==> src/rtl/status_pkg.sv <==
`default_nettype none
// ============================================================================
// Module      : status_pkg
// Description : Status codes and FSM encoding shared by the status collector.
// Revision    : 1.0 - initial release
// ============================================================================
package status_pkg;

    localparam logic [1:0] ST_R_TYPE   = 2'd0;
    localparam logic [1:0] ST_I_TYPE   = 2'd1;
    localparam logic [1:0] ST_OVERFLOW = 2'd2;
    localparam logic [1:0] ST_END      = 2'd3;

    typedef enum logic [1:0] {
        CAPTURE = 2'd0,
        DRAIN   = 2'd1,
        DONE    = 2'd2
    } state_t;

    // Overflow and end are the only codes with the upper bit set.
    function automatic logic is_terminal(input logic [1:0] code);
        return code[1];
    endfunction

endpackage
`default_nettype wire

==> src/rtl/status_fifo.sv <==
`default_nettype none
// ============================================================================
// Module      : status_fifo
// Description : Generic DEPTH x WIDTH synchronous FIFO with full/empty flags.
// Revision    : 1.0 - initial release
// ============================================================================
module status_fifo #(
    parameter int DEPTH = 16,
    parameter int WIDTH = 2
) (
    input  logic             i_clk,
    input  logic             i_rst_n,
    input  logic             i_wr_en,
    input  logic [WIDTH-1:0] i_wr_data,
    input  logic             i_rd_en,
    output logic [WIDTH-1:0] o_rd_data,
    output logic             o_empty,
    output logic             o_full
);

    localparam int AW = $clog2(DEPTH);

    logic [WIDTH-1:0] r_mem [DEPTH];
    logic [AW:0]      r_wr_ptr;
    logic [AW:0]      r_rd_ptr;
    logic             w_empty;
    logic             w_full;
    logic             w_push;
    logic             w_pop;

    assign w_empty = (r_wr_ptr == r_rd_ptr);
    assign w_full  = (r_wr_ptr[AW] != r_rd_ptr[AW]) &&
                     (r_wr_ptr[AW-1:0] == r_rd_ptr[AW-1:0]);
    assign w_pop   = i_rd_en && !w_empty;
    // A pop in the same cycle frees the slot, so a full FIFO still accepts.
    assign w_push  = i_wr_en && (!w_full || w_pop);

    always_ff @(posedge i_clk) begin
        if (w_push) begin
            r_mem[r_wr_ptr[AW-1:0]] <= i_wr_data;
        end
    end

    always_ff @(posedge i_clk or negedge i_rst_n) begin
        if (!i_rst_n) begin
            r_wr_ptr <= '0;
            r_rd_ptr <= '0;
        end else begin
            if (w_push) r_wr_ptr <= r_wr_ptr + 1'b1;
            if (w_pop)  r_rd_ptr <= r_rd_ptr + 1'b1;
        end
    end

    assign o_rd_data = w_empty ? '0 : r_mem[r_rd_ptr[AW-1:0]];
    assign o_empty   = w_empty;
    assign o_full    = w_full;

endmodule
`default_nettype wire

==> src/rtl/status_collector.sv <==
`default_nettype none
// ============================================================================
// Module      : status_collector
// Description : Buffers core status entries, counts R/I types, detects the
//               terminal status and reports completion once drained.
//               Optional idle watchdog: define STATUS_COLLECTOR_WDOG_EN.
// Revision    : 1.0 - initial release
// ============================================================================
module status_collector
    import status_pkg::*;
#(
    parameter int DEPTH          = 16,
    parameter int CNT_W          = 11,
    parameter int TIMEOUT_CYCLES = 1024
) (
    input  logic             i_clk,
    input  logic             i_rst_n,
    input  logic [1:0]       i_status,
    input  logic             i_status_valid,
    output logic [1:0]       o_rd_status,
    output logic             o_rd_valid,
    input  logic             i_rd_ready,
    output logic [CNT_W-1:0] o_cnt_r,
    output logic [CNT_W-1:0] o_cnt_i,
    output logic             o_term,
    output logic [1:0]       o_term_code,
    output logic             o_done,
    output logic             o_drop,
    output logic             o_timeout
);

    localparam logic [CNT_W-1:0] C_CNT_MAX = '1;

    state_t           r_state;
    state_t           w_next_state;
    logic             w_empty;
    logic             w_full;
    logic             w_accept;
    logic             w_pop;
    logic             w_push;
    logic             w_drop;
    logic             w_is_term;
    logic             w_wdog_hit;
    logic [CNT_W-1:0] r_cnt_r;
    logic [CNT_W-1:0] r_cnt_i;
    logic             r_term;
    logic [1:0]       r_term_code;
    logic             r_done;
    logic             r_drop;

    assign w_accept  = (r_state == CAPTURE) && i_status_valid;
    assign w_pop     = o_rd_valid && i_rd_ready;
    assign w_push    = w_accept && (!w_full || w_pop);
    assign w_drop    = w_accept && w_full && !w_pop;
    // A terminal code ends capture even when the FIFO had no room for it.
    assign w_is_term = w_accept && is_terminal(i_status);

    status_fifo #(
        .DEPTH (DEPTH),
        .WIDTH (2)
    ) u_fifo (
        .i_clk     (i_clk),
        .i_rst_n   (i_rst_n),
        .i_wr_en   (w_push),
        .i_wr_data (i_status),
        .i_rd_en   (w_pop),
        .o_rd_data (o_rd_status),
        .o_empty   (w_empty),
        .o_full    (w_full)
    );

    assign o_rd_valid = !w_empty;

`ifdef STATUS_COLLECTOR_WDOG_EN
    localparam int WDOG_W = $clog2(TIMEOUT_CYCLES + 1);

    logic [WDOG_W-1:0] r_wdog_cnt;
    logic              r_timeout;

    assign w_wdog_hit = (r_state == CAPTURE) && !i_status_valid &&
                        (r_wdog_cnt == WDOG_W'(TIMEOUT_CYCLES - 1));

    always_ff @(posedge i_clk or negedge i_rst_n) begin
        if (!i_rst_n) begin
            r_wdog_cnt <= '0;
            r_timeout  <= 1'b0;
        end else begin
            if (r_state != CAPTURE || i_status_valid) begin
                r_wdog_cnt <= '0;
            end else if (!w_wdog_hit) begin
                r_wdog_cnt <= r_wdog_cnt + 1'b1;
            end
            if (w_wdog_hit) r_timeout <= 1'b1;
        end
    end

    assign o_timeout = r_timeout;
`else
    assign w_wdog_hit = 1'b0;
    assign o_timeout  = 1'b0;
`endif

    always_comb begin
        w_next_state = r_state;
        case (r_state)
            CAPTURE: if (w_is_term || w_wdog_hit) w_next_state = DRAIN;
            DRAIN:   if (w_empty) w_next_state = DONE;
            DONE:    w_next_state = DONE;
            default: w_next_state = CAPTURE;
        endcase
    end

    always_ff @(posedge i_clk or negedge i_rst_n) begin
        if (!i_rst_n) begin
            r_state     <= CAPTURE;
            r_cnt_r     <= '0;
            r_cnt_i     <= '0;
            r_term      <= 1'b0;
            r_term_code <= 2'd0;
            r_done      <= 1'b0;
            r_drop      <= 1'b0;
        end else begin
            r_state <= w_next_state;
            // Registered from the next state so o_done lines up with DONE.
            r_done  <= (w_next_state == DONE);
            if (w_drop) r_drop <= 1'b1;
            if (w_push && i_status == ST_R_TYPE && r_cnt_r != C_CNT_MAX) begin
                r_cnt_r <= r_cnt_r + 1'b1;
            end
            if (w_push && i_status == ST_I_TYPE && r_cnt_i != C_CNT_MAX) begin
                r_cnt_i <= r_cnt_i + 1'b1;
            end
            if (w_is_term) begin
                r_term      <= 1'b1;
                r_term_code <= i_status;
            end
        end
    end

    assign o_cnt_r     = r_cnt_r;
    assign o_cnt_i     = r_cnt_i;
    assign o_term      = r_term;
    assign o_term_code = r_term_code;
    assign o_done      = r_done;
    assign o_drop      = r_drop;

endmodule
`default_nettype wire
==> config.mk <==
export PLATFORM = sky130hd
export DESIGN_NAME = status_collector
export DESIGN_NICKNAME = d
export VERILOG_FILES = /design/src/rtl/status_pkg.sv /design/src/rtl/status_fifo.sv /design/src/rtl/status_collector.sv
export SDC_FILE = /design/constraint.sdc
export NUM_CORES = 1
export LEC_CHECK = 0
export CAP_MARGIN = 15
export CELL_PAD_IN_SITES_DETAIL_PLACEMENT = 1
export CELL_PAD_IN_SITES_GLOBAL_PLACEMENT = 2
export CORE_MARGIN = 2
export CORE_UTILIZATION = 35
export DETAILED_ROUTE_END_ITERATION = 10
export HOLD_SLACK_MARGIN = 0.08
export PLACE_DENSITY_LB_ADDON = 0.3
export SYNTH_ARGS = -nofsm -noshare
export SYNTH_HDL_FRONTEND = slang
export SYNTH_HIERARCHICAL = 1
export SYNTH_SLANG_ARGS = --single-unit
export TNS_END_PERCENT = 50
==> constraint.sdc <==
create_clock -name i_clk -period 2.6 [get_ports i_clk]
set_input_delay 0.78 -clock i_clk [delete_from_list [all_inputs] [get_ports i_clk]]
set_output_delay 0.78 -clock i_clk [all_outputs]
set_load 0.01 [all_outputs]
# Word level (Yosys, flattened, before mapping)
# Memories as Yosys holds them, arrays and structs flattened.
# Index checks and enable logic that the tools add are counted.
[op_classes] addsub=4 n_eq_ne=9 n_mux=6 reduce_logical=20
[ops] cell="$add A11 B1 Y11 const B" n=2
[ops] cell="$ne A11 B11 Y1 const B" n=2
[ops] cell="$logic_and A1 B1 Y1" n=13
[ops] cell="$add A5 B1 Y5 const B" n=2
[ops] cell="$mux W2" n=3
[ops] cell="$pmux W2 S3" n=1
[ops] cell="$eq A5 B5 Y1" n=1
[ops] cell="$eq A2 B1 Y1 const B" n=2
[ops] cell="$eq A2 B2 Y1 const B" n=2
[ops] cell="$eq A4 B4 Y1" n=1
[ops] cell="$logic_not A2 Y1" n=2
[ops] cell="$logic_not A1 Y1" n=3
[ops] cell="$logic_or A1 B1 Y1" n=2
[ops] cell="$mux W1" n=2
[ops] cell="$ne A1 B1 Y1" n=1
[totals] reg_bits=39 ramBits=32 in_bits=6 out_inout_bits=31 elab_cells=49 n_memories=1
[memory_table] memory="u_fifo.r_mem" depth=16 width=2 read_ports=1 rd_clocked_by_memory_dff=0 write_ports=1 line_no="status_fifo.sv:23" rtl="logic [WIDTH-1:0] r_mem [DEPTH];"

# Depth between registers and ports, before layout
# Gate-level depths: netlist of run 1.
[depth] word_depth=8 mapped_depth=10 ltp_nobuf=8

# Modules after synthesis
# Netlist of run 1, hierarchy kept.
[by_module_without_submodules] mod="status_fifo" n_inst=1 cells_per_inst=126 area_each_um2=1979.4 seq_area_each_um2=1211.2
[by_module_without_submodules] mod="status_collector" n_inst=1 cells_per_inst=120 area_each_um2=1393.8 seq_area_each_um2=725.7

# Worst setup path before layout of run 1
# No wires, ideal clock.
[synth_timing] kind="register to register" start="register u_fifo.r_rd_ptr[2]" end="memory u_fifo.r_mem[4][0] (enable)" setup_time_ns=0.248 t_arrival_ns=2.321 t_required_ns=2.352 slack_ns=0.031 path_stages_with_launch=10 n_path_buf=2 period_less_slack_ns=2.569 path_cell_list="dfrtp_1 > buf_6 > xnor2_2 > nand4_4 > nor2_1 > nand2b_1 > inv_1 > o31a_4 > buf_6 > and3_1"
[synth_via] elab_chain_cells=8 word_cells_on_any_way=13 classes_between="eq/ne (2); mux (2); reduce/logical (9)"
[synth_rtl] item="start, declared" line_no="status_fifo.sv:25" rtl="logic [AW:0] r_rd_ptr;"
[synth_rtl] item="start signal, assigned" line_no="status_fifo.sv:50" rtl="if (w_pop) r_rd_ptr <= r_rd_ptr + 1'b1;"
[synth_rtl] item="$eq A5 B5 Y1 *" line_no="status_fifo.sv:31" rtl="assign w_empty = (r_wr_ptr == r_rd_ptr);"
[synth_rtl] item="net w_empty" line_no="status_collector.sv:36" rtl="logic w_empty;"
[synth_rtl] item="$logic_not A1 Y1 *" line_no="status_collector.sv:72" rtl="assign o_rd_valid = !w_empty;"
[synth_rtl] item="$logic_and A1 B1 Y1 *" line_no="status_collector.sv:52" rtl="assign w_pop = o_rd_valid && i_rd_ready;"
[synth_rtl] item="net w_pop" line_no="status_collector.sv:39" rtl="logic w_pop;"
[synth_rtl] item="$logic_or A1 B1 Y1 or $logic_and A1 B1 Y1 (tied branches)" line_no="status_collector.sv:53, status_fifo.sv:34"
[synth_rtl] item="$logic_and A1 B1 Y1 or $logic_or A1 B1 Y1 (tied branches)" line_no="status_collector.sv:53, status_fifo.sv:36"
[synth_rtl] item="$logic_and A1 B1 Y1 *" line_no="status_fifo.sv:36" rtl="assign w_push = i_wr_en && (!w_full || w_pop);"
[synth_rtl] item="$mux W1 *" line_no="status_fifo.sv:39" rtl="if (w_push) begin"
[synth_rtl] item="$mux W1 (not written as such) *" line_no="status_fifo.sv:40" rtl="r_mem[r_wr_ptr[AW-1:0]] <= i_wr_data;"
[synth_rtl] item="end, declared" line_no="status_fifo.sv:23"
# Mark *: on every way through the listed nets, which the timed path passes. The rest lies on a longest branch.

# Worst setup path in the final report of run 1
[layout_timing] start="register u_fifo.r_rd_ptr[0]" end="output o_rd_status[0]"
[layout_via] elab_chain_cells=2 word_cells_on_any_way=3 classes_between="eq/ne (1); mux (1); memory (1)"
[layout_rtl] item="$mem_v2 Z16 W2 or $eq A5 B5 Y1 (tied branches)"
[layout_rtl] item="$mux W2 *" line_no="status_fifo.sv:54" rtl="assign o_rd_data = w_empty ? '0 : r_mem[r_rd_ptr[AW-1:0]];"
[layout_rtl] item="end, declared" line_no="status_collector.sv:20" rtl="output logic [1:0] o_rd_status,"
# Every way passes the cells marked *; elsewhere a longest branch is shown, timed or not.

==> results of run 1 <==
==> how the worst max path moves through the flow <==
| stage | start | endpoint | slack (ns) | cells past startpoint |
|---|---|---|---|---|
| 3_5_place_dp | i_status_valid | o_cnt_r[1] | -0.25 | 5 |
| 6_report | u_fifo/r_rd_ptr[0] | o_rd_status[0] | -0.02 | 6 |
| 4_1_cts | u_fifo/r_rd_ptr[0] | o_rd_status[0] | -0.06 | 6 |
| 2_1_floorplan | u_fifo/r_rd_ptr[2] | u_fifo/r_mem[4][0] | 0.03 | 9 |
| 3_3_place_gp | i_status_valid | o_cnt_r[1] | -0.22 | 5 |
| 5_1_grt | u_fifo/r_rd_ptr[0] | o_rd_status[0] | -0.14 | 6 |
==> final cells by class <==
type / count / area [um^2]
well taps: 129 / 161
clock inverters: 7 / 47.5
multi-input cells: 159 / 1360
fillers: 991 / 5010
repair buffers: 71 / 624
flip-flops and latches: 71 / 1940
clock buffers: 9 / 124
inverters: 6 / 22.5
==> placed cells by master, fill, tap and decap left out, drive strengths merged, types with 2 or more instances in the layout <==
| master | instances |
|---|---|
| a31oi | 3 |
| a21oi | 3 |
| and3 | 14 |
| buf | 39 |
| nand3 | 11 |
| inv | 7 |
| nor4 | 3 |
| a22oi | 2 |
| nor2 | 10 |
| nand2b | 2 |
| nor3 | 7 |
| a2111oi | 2 |
| and2 | 3 |
| and4 | 2 |
| clkinv | 5 |
| clkdlybuf4s50 | 31 |
| nand2 | 13 |
| nand4 | 9 |
| xnor2 | 16 |
| o21ai | 2 |
| mux4 | 8 |
| clkbuf | 9 |
| ha | 7 |
| or2 | 3 |
| a31o | 3 |
| mux2 | 6 |
| edfxtp | 32 |
| nor2b | 5 |
| nor3b | 3 |
| mux2i | 2 |
| dfrtp | 39 |
| xor2 | 11 |
==> timing repair <==
action	4_1_cts	5_1_grt
hold buffers	0	0
setup endpoints to repair	4	7
buffers inserted	2	2
gates resized for setup	15	1
pin swaps	3	1
==> cell usage after synthesis (2+ instances only) <==
master    instances
nand2_1          13
a31o_2            3
buf_4             2
a31oi_1           3
buf_6             4
and3_1           14
buf_2             2
xnor2_1          12
and2_1            3
a22oi_1           2
nor3_1            6
xor2_1           11
nand4_1           8
mux4_2            8
clkbuf_1          2
a21oi_1           3
and4_1            2
nor4_1            3
nand3_1          11
mux2_2            5
nor3b_1           3
inv_1             6
nand2b_1          2
xnor2_2           4
nor2b_1           5
dfrtp_1          39
or2_2             2
ha_1              7
o21ai_1           2
mux2i_1           2
nor2_1           10
edfxtp_1         32
==> worst max-delay path: cells and delay by family (launching register included) <==
kind	cells	cell delay, ns
AOI/OAI and AO/OA	2	0.24
buffers and inverters	3	0.38
DFF	1	0.38
muxes	1	0.50
==> flip-flops by register name (all words and copies together), names as in the netlist <==
signal	count
u_fifo/r_wr_ptr	5
o_term_code	2
o_cnt_r	11
r_state	2
o_done	1
u_fifo/r_rd_ptr	5
o_drop	1
u_fifo/r_mem	32
o_term	1
o_cnt_i	11
==> cells by family (layout without fill, tap and decap cells) <==
kind of cell | Yosys count | in the layout | share of synthesized area
other | 1 | 1 | 0.00111
buffers and inverters | 16 | 93 | 0.0297
flip-flops | 71 | 71 | 0.574
AND/OR/NAND/NOR | 87 | 87 | 0.148
AO/OA/AOI/OAI | 21 | 21 | 0.0612
XOR/XNOR | 27 | 27 | 0.0790
adder cells (fa/ha/maj) | 7 | 7 | 0.0260
multiplexers | 16 | 16 | 0.0805
==> per-layer routing <==
metal,part of all wire,global-route usage
met5,0,0
met4,0.015,0.0441
met3,0.025,0.0486
met2,0.50,0.258
met1,0.46,0.206
==> metrics by stage <==
stage / hold slack, ns / utilization / area [um^2]
finish: 0.478 / 0.461 / 4280
global route: 0.495 / 0.461 / 4280
CTS: 0.481 / 0.459 / 4260
detailed placement: 0.460 / 0.437 / 4060
global placement: 0.457 / 0.437 / 4060
floorplan: 0.484 / - / 3370
==> power groups by stage <==
stage / Clock, mW / Combinational [mW] / Sequential, mW
after floorplan: 0 / 1.07 / 1.60
after global placement: 0 / 1.75 / 1.61
after detailed placement: 0 / 1.80 / 1.62
after CTS: 0.805 / 1.85 / 1.60
after global routing: 0.859 / 2.01 / 1.63
final: 0.779 / 1.83 / 1.60
==> run metrics, run 1 <==
status finished, violations left; violated checks negative setup slack; DP Wirelength 5.32 mm; CP Cell Sequence buf_12 > buf_6 > mux4_2 > a22oi_2 > a31oi_1 > buf_2; Most used DFF post-synth dfrtp_1; GRT Total Usage 0.158; Clock Tree Buf Depth 2; critical setup path kind reg -> out; initial DRC count 73; final cell count without fillers 452; Clock Power Share 0.185; GR Overflow Total 0; unrepaired setup endpoints after global routing true; vias in the first global route 2415; switching fraction of total power 0.363; antenna-violating nets left 0; reg-to-reg endpoint o_cnt_r[1]; Critical Path Fanout Max 7; CTS sink count 71; TritonRoute pass-1 iters 4; Die W 102 um; worst r2r path cells 9; Synthesized Nets roughly 260; clock slew seen by the registers of the worst setup and hold paths 0.08 ns; fin nets 331; Fin. Hold Viols 0; final slew viol count 0; # setup viols final 1; hold path cells 1; placed cell count 432; Layout area overhead 26.7%; # DRC 0; die height 102 um; Cell Area, Synth 3370 um^2; Num CTS Buffers 9; synthesized area per cell 13.7 um^2; Setup TNS -0.0194 ns; crit path time final 2.62 ns; pre-CTS setup slack -0.252 ns; Initial Util 0.363; Worst Path Required 1.82 ns; FMAX around 380 MHz; Logic pwr share 0.435; first-pass GRT wire length around 12 mm; flop2flop setup slack around 0.19 ns; layout cells sized above 1 0.279; CTS tree yes; critical path's largest stage delay 0.50 ns; sequential fraction of the synthesis area 0.574; Pleak between 1.5 and 2 nW; top cells by area, synth dfrtp_1 (29%), edfxtp_1 (28%), mux4_2 (5.3%), xnor2_1 (3.1%), xor2_1 (2.9%); RD Place Congestion between 0.7 and 0.8; Vias 2230; clk_lat worst skew approximately 0.35 ns; port bufs 35; internal cell power roughly 2.7 mW; WL final 7.51 mm; Worst-Margin Slew approximately 0.53 ns; reg2reg start u_fifo/r_rd_ptr[0]; worst setup margin -0.0194 ns; H-tree level count 3; largest net degree at the start of global routing 40; PD cells 986 nW/um^2; Slowest cell on crit path mux4_2; full die area 10400 um^2; Core Area 9280 um^2; Unique masters post-synth 47; CP startpoint kind flop; Yosys top cell by area dfrtp_1; antenna cell count 0; Final period util 1.01; Hold Crit Endpoint o_term_code[1]; total of max-cap violations 0; Post-synth EDFFs 32; Psw 1.53 mW; IO Pins 37; HP Start o_term_code[1]; worst hold-check path type reg -> reg; initial antenna violation count 0; clk root buf clkbuf_8; routed len/inst about 17 um; DR vias/cell between 4 and 5; num rows 35; Post-Syn Instances around 250; critical path arrival about 1.8 ns; CP Capture Type output port; skew final around 0.020 ns; share of the synthesized area in the top cell type 0.289; Worst VDD drop 0.000438 V; Slew HR 0.649; Final Total Pwr 4.21 mW; Synth async-reset ratio 0.549; Yosys reg bits 71; Yosys warning total 6; Reg power frac 0.380
No activity file was read; power rests on OpenSTA's default activity.
==> inputs of run 2 (changes only) <==
--- a/config.mk
+++ b/config.mk
@@ -5,7 +5,6 @@
 export SDC_FILE = /design/constraint.sdc
 export NUM_CORES = 1
 export LEC_CHECK = 0
-export CAP_MARGIN = 15
 export CELL_PAD_IN_SITES_DETAIL_PLACEMENT = 1
 export CELL_PAD_IN_SITES_GLOBAL_PLACEMENT = 2
 export CORE_MARGIN = 2
==> results of run 2 <==
Final layout, timing and power as in run 1 (identical DEF).
==> inputs of run 3 (changes only) <==
--- a/config.mk
+++ b/config.mk
@@ -7,6 +7,7 @@
 export LEC_CHECK = 0
 export CELL_PAD_IN_SITES_DETAIL_PLACEMENT = 1
 export CELL_PAD_IN_SITES_GLOBAL_PLACEMENT = 2
+export CORE_ASPECT_RATIO = 1.1
 export CORE_MARGIN = 2
 export CORE_UTILIZATION = 35
 export DETAILED_ROUTE_END_ITERATION = 10
==> run 3 against run 2 <==
Compared with the run above:
- the run still ends with negative setup slack left
- critical path depth fell by 1
- power up 6.1%
- sequential cell count is the same
- largest power group unchanged
==> run metrics, run 3 (same netlist as run 1, synthesis figures left out) <==
Worst VDD drop 0.000426 V (-2.8%); Die W 97.6 um (-4.5%); crit path time final 2.63 ns (+0.0108 ns); Reg power frac 0.364 (-0.016); switching fraction of total power 0.358 (-0.00461); final slew viol count 0 (unchanged); Initial Util 0.361 (-0.00263); CP Capture Type output port; Psw 1.60 mW (+4.7%); flip-flop count of the largest register after layout 32 (unchanged); CTS sink count 71 (unchanged); DR vias/cell 5.03 (+2.0%); area occupied by multi-input gates 1430 um^2 (+4.9%); most frequent cells in the layout dfrtp_1 (39), buf_4 (35), edfxtp_1 (32), clkdlybuf4s50_1 (31), and3_1 (14); CP Cell Sequence buf_12 > mux4_2 > a22oi_2 > a31oi_1 > buf_2; final cell count without fillers 444 (-1.8%); register area 1940 um^2 (unchanged); critical path's largest stage delay 0.51 ns (about the same); CTS tree yes; layout cells sized above 1 0.315 (+0.0363); clk root buf clkbuf_8; unrepaired setup endpoints after global routing true; Logic pwr share 0.432 (-0.003); die height 107 um (+4.7%); PD cells 1020 nW/um^2 (+3.0%); commonest non-fill, non-tap cell in the layout dfrtp_1; total of max-cap violations 0 (unchanged); violated checks negative setup slack; placed cell count 423 (-2.1%); internal cell power 2.87 mW (+6.8%); Clock Power Share 0.204 (+0.019); Critical Path Fanout Max 8 (+1); worst hold-check path type in -> async; vias in the first global route 2414 (-0.041%); Num CTS Buffers 9 (unchanged); GR Overflow Total 0 (unchanged); clk_lat worst skew 0.36 ns (about the same); Pleak 1.76 nW (+2.6%); Setup TNS -0.0302 ns (-0.0108 ns); Core Area 9350 um^2 (+0.73%); IO Pins 37 (unchanged); Top Family by Delay on Critical Path multiplexers; flop2flop setup slack 0.03 ns (-0.16 ns); GRT Total Usage 0.154 (-0.00401); reg2reg start u_fifo/r_rd_ptr[0]; full die area 10400 um^2 (about the same); FMAX 380 MHz (-0.41%); critical path arrival 1.85 ns (about the same); Worst Path Required 1.82 ns (about the same); final instance area 4400 um^2 (+3.0%); port bufs 35 (unchanged); CTS Hold Buffers Added 0 (unchanged); placed cell area 4080 um^2 (+0.49%); initial DRC count 67 (-8.2%); Vias 2234 (+0.18%); Slew HR 0.658 (+0.00938); Clock Tree Buf Depth 2 (unchanged); fin util 0.471 (+0.0102); first-pass GRT wire length 12.3 mm (-0.73%); CP startpoint kind flop; H-tree level count 3 (unchanged); reg-to-reg endpoint o_cnt_r[1]; Layout area overhead 30.5%; Fin. Hold Viols 0 (unchanged); critical setup path kind reg -> out; skew final 0.0108 ns (-0.00880 ns); antenna cell count 0 (unchanged); # setup viols final 1 (unchanged); TritonRoute pass-1 iters 3 (-1); clock slew seen by the registers of the worst setup and hold paths 0.08 ns (about the same); worst r2r path cells 11 (+2); RD Place Congestion 0.759 (+0.52%); Buf+Inv Stages, Crit Path 2 (-1); worst setup margin -0.0302 ns (-0.0108 ns); Final period util 1.01 (+0.00414); largest net degree at the start of global routing 40 (unchanged); num rows 37 (+5.7%); initial antenna violation count 0 (unchanged); antenna-violating nets left 0 (unchanged); # DRC 0 (unchanged); status finished, violations left; worst hold slack 0.479 ns (+0.00162 ns); Slowest cell on crit path mux4_2; Fillers 984 (-0.71%); routed len/inst 17.2 um (+3.6%); DP Wirelength 5.41 mm (+1.6%); fin nets 335 (+1.2%); WL final 7.65 mm (+1.8%); Worst-Margin Slew 0.513 ns (-0.0141 ns)
==> run 3: changes by cell type in the layout (fill, tap and decap cells not counted), moves of 2 or more <==
cell	change
nor3_1	-2
nor3b_2	+2
buf_4	+2
nor3_2	+2
clkinv_2	-2
nor3b_1	-2
==> run 3: worst reg2reg max path: stages, from the launching register on <==
cell and delay, ns:
dfrtp_1 0.40, buf_12 0.15, buf_4 0.15, xnor2_4 0.12
nand4_4 0.11, nor2_4 0.05, buf_4 0.13, buf_4 0.12
nand2b_4 0.15, a2111o_1 0.51, or2_4 0.27, mux2_4 0.29
==> run 3: per-stage QoR <==
stage                     power, mW  setup WS [ns]
after floorplan                2.67         0.0309
after global placement         3.40         -0.211
after global routing           4.74         -0.109
after CTS                      4.50        -0.0959
final                          4.47        -0.0302
after detailed placement       3.47         -0.241
==> run 3: worst max path at each step <==
stage                             startpoint                  to  slack [ns]  cells past startpoint
after detailed placement      i_status_valid          o_cnt_r[6]       -0.24                      6
after floorplan           u_fifo/r_rd_ptr[2]  u_fifo/r_mem[4][0]        0.03                      9
after global placement        i_status_valid          o_cnt_r[1]       -0.21                      5
after CTS                 u_fifo/r_rd_ptr[0]      o_rd_status[0]        -0.1                      5
after global routing      u_fifo/r_rd_ptr[0]      o_rd_status[0]       -0.11                      5
final                     u_fifo/r_rd_ptr[0]      o_rd_status[0]       -0.03                      5
==> run 3: power groups by stage <==
stage                     logic, mW  registers [mW]  clock network, mW
after floorplan                1.07            1.60                  0
after global placement         1.77            1.63                  0
after detailed placement       1.82            1.64                  0
after CTS                      1.92            1.63              0.944
after global routing           2.09            1.66              0.986
final                          1.93            1.63              0.912
==> run 3: final cells by class <==
cell class / instances / share of cell area
Clock inverter: 7 / 0.0182
Timing Repair Buffer: 75 / 0.152
Tap cell: 117 / 0.0333
Clock buffer: 9 / 0.0281
Multi-Input combinational cell: 159 / 0.324
Sequential cell: 71 / 0.440
Inverter: 6 / 0.00512
==> run 3: timing repair <==
| item | CTS | global route |
|---|---|---|
| pin swaps | 5 | 4 |
| hold endpoints to repair | 0 | 0 |
| gates resized for setup | 22 | 9 |
| endpoints found under the setup margin | 3 | 49 |
| buffers inserted | 4 | 1 |
| cloned | 0 | 0 |
==> run 3: routing by layer <==
layer | GRT usage | vias to the layer above | part of all wire
met2 | 0.268 | 31 | 0.51
met1 | 0.182 | 1128 | 0.44
met4 | 0.0625 | 0 | 0.020
met5 | 0 | - | 0
li1 | - | 1061 | -
met3 | 0.0398 | 14 | 0.030
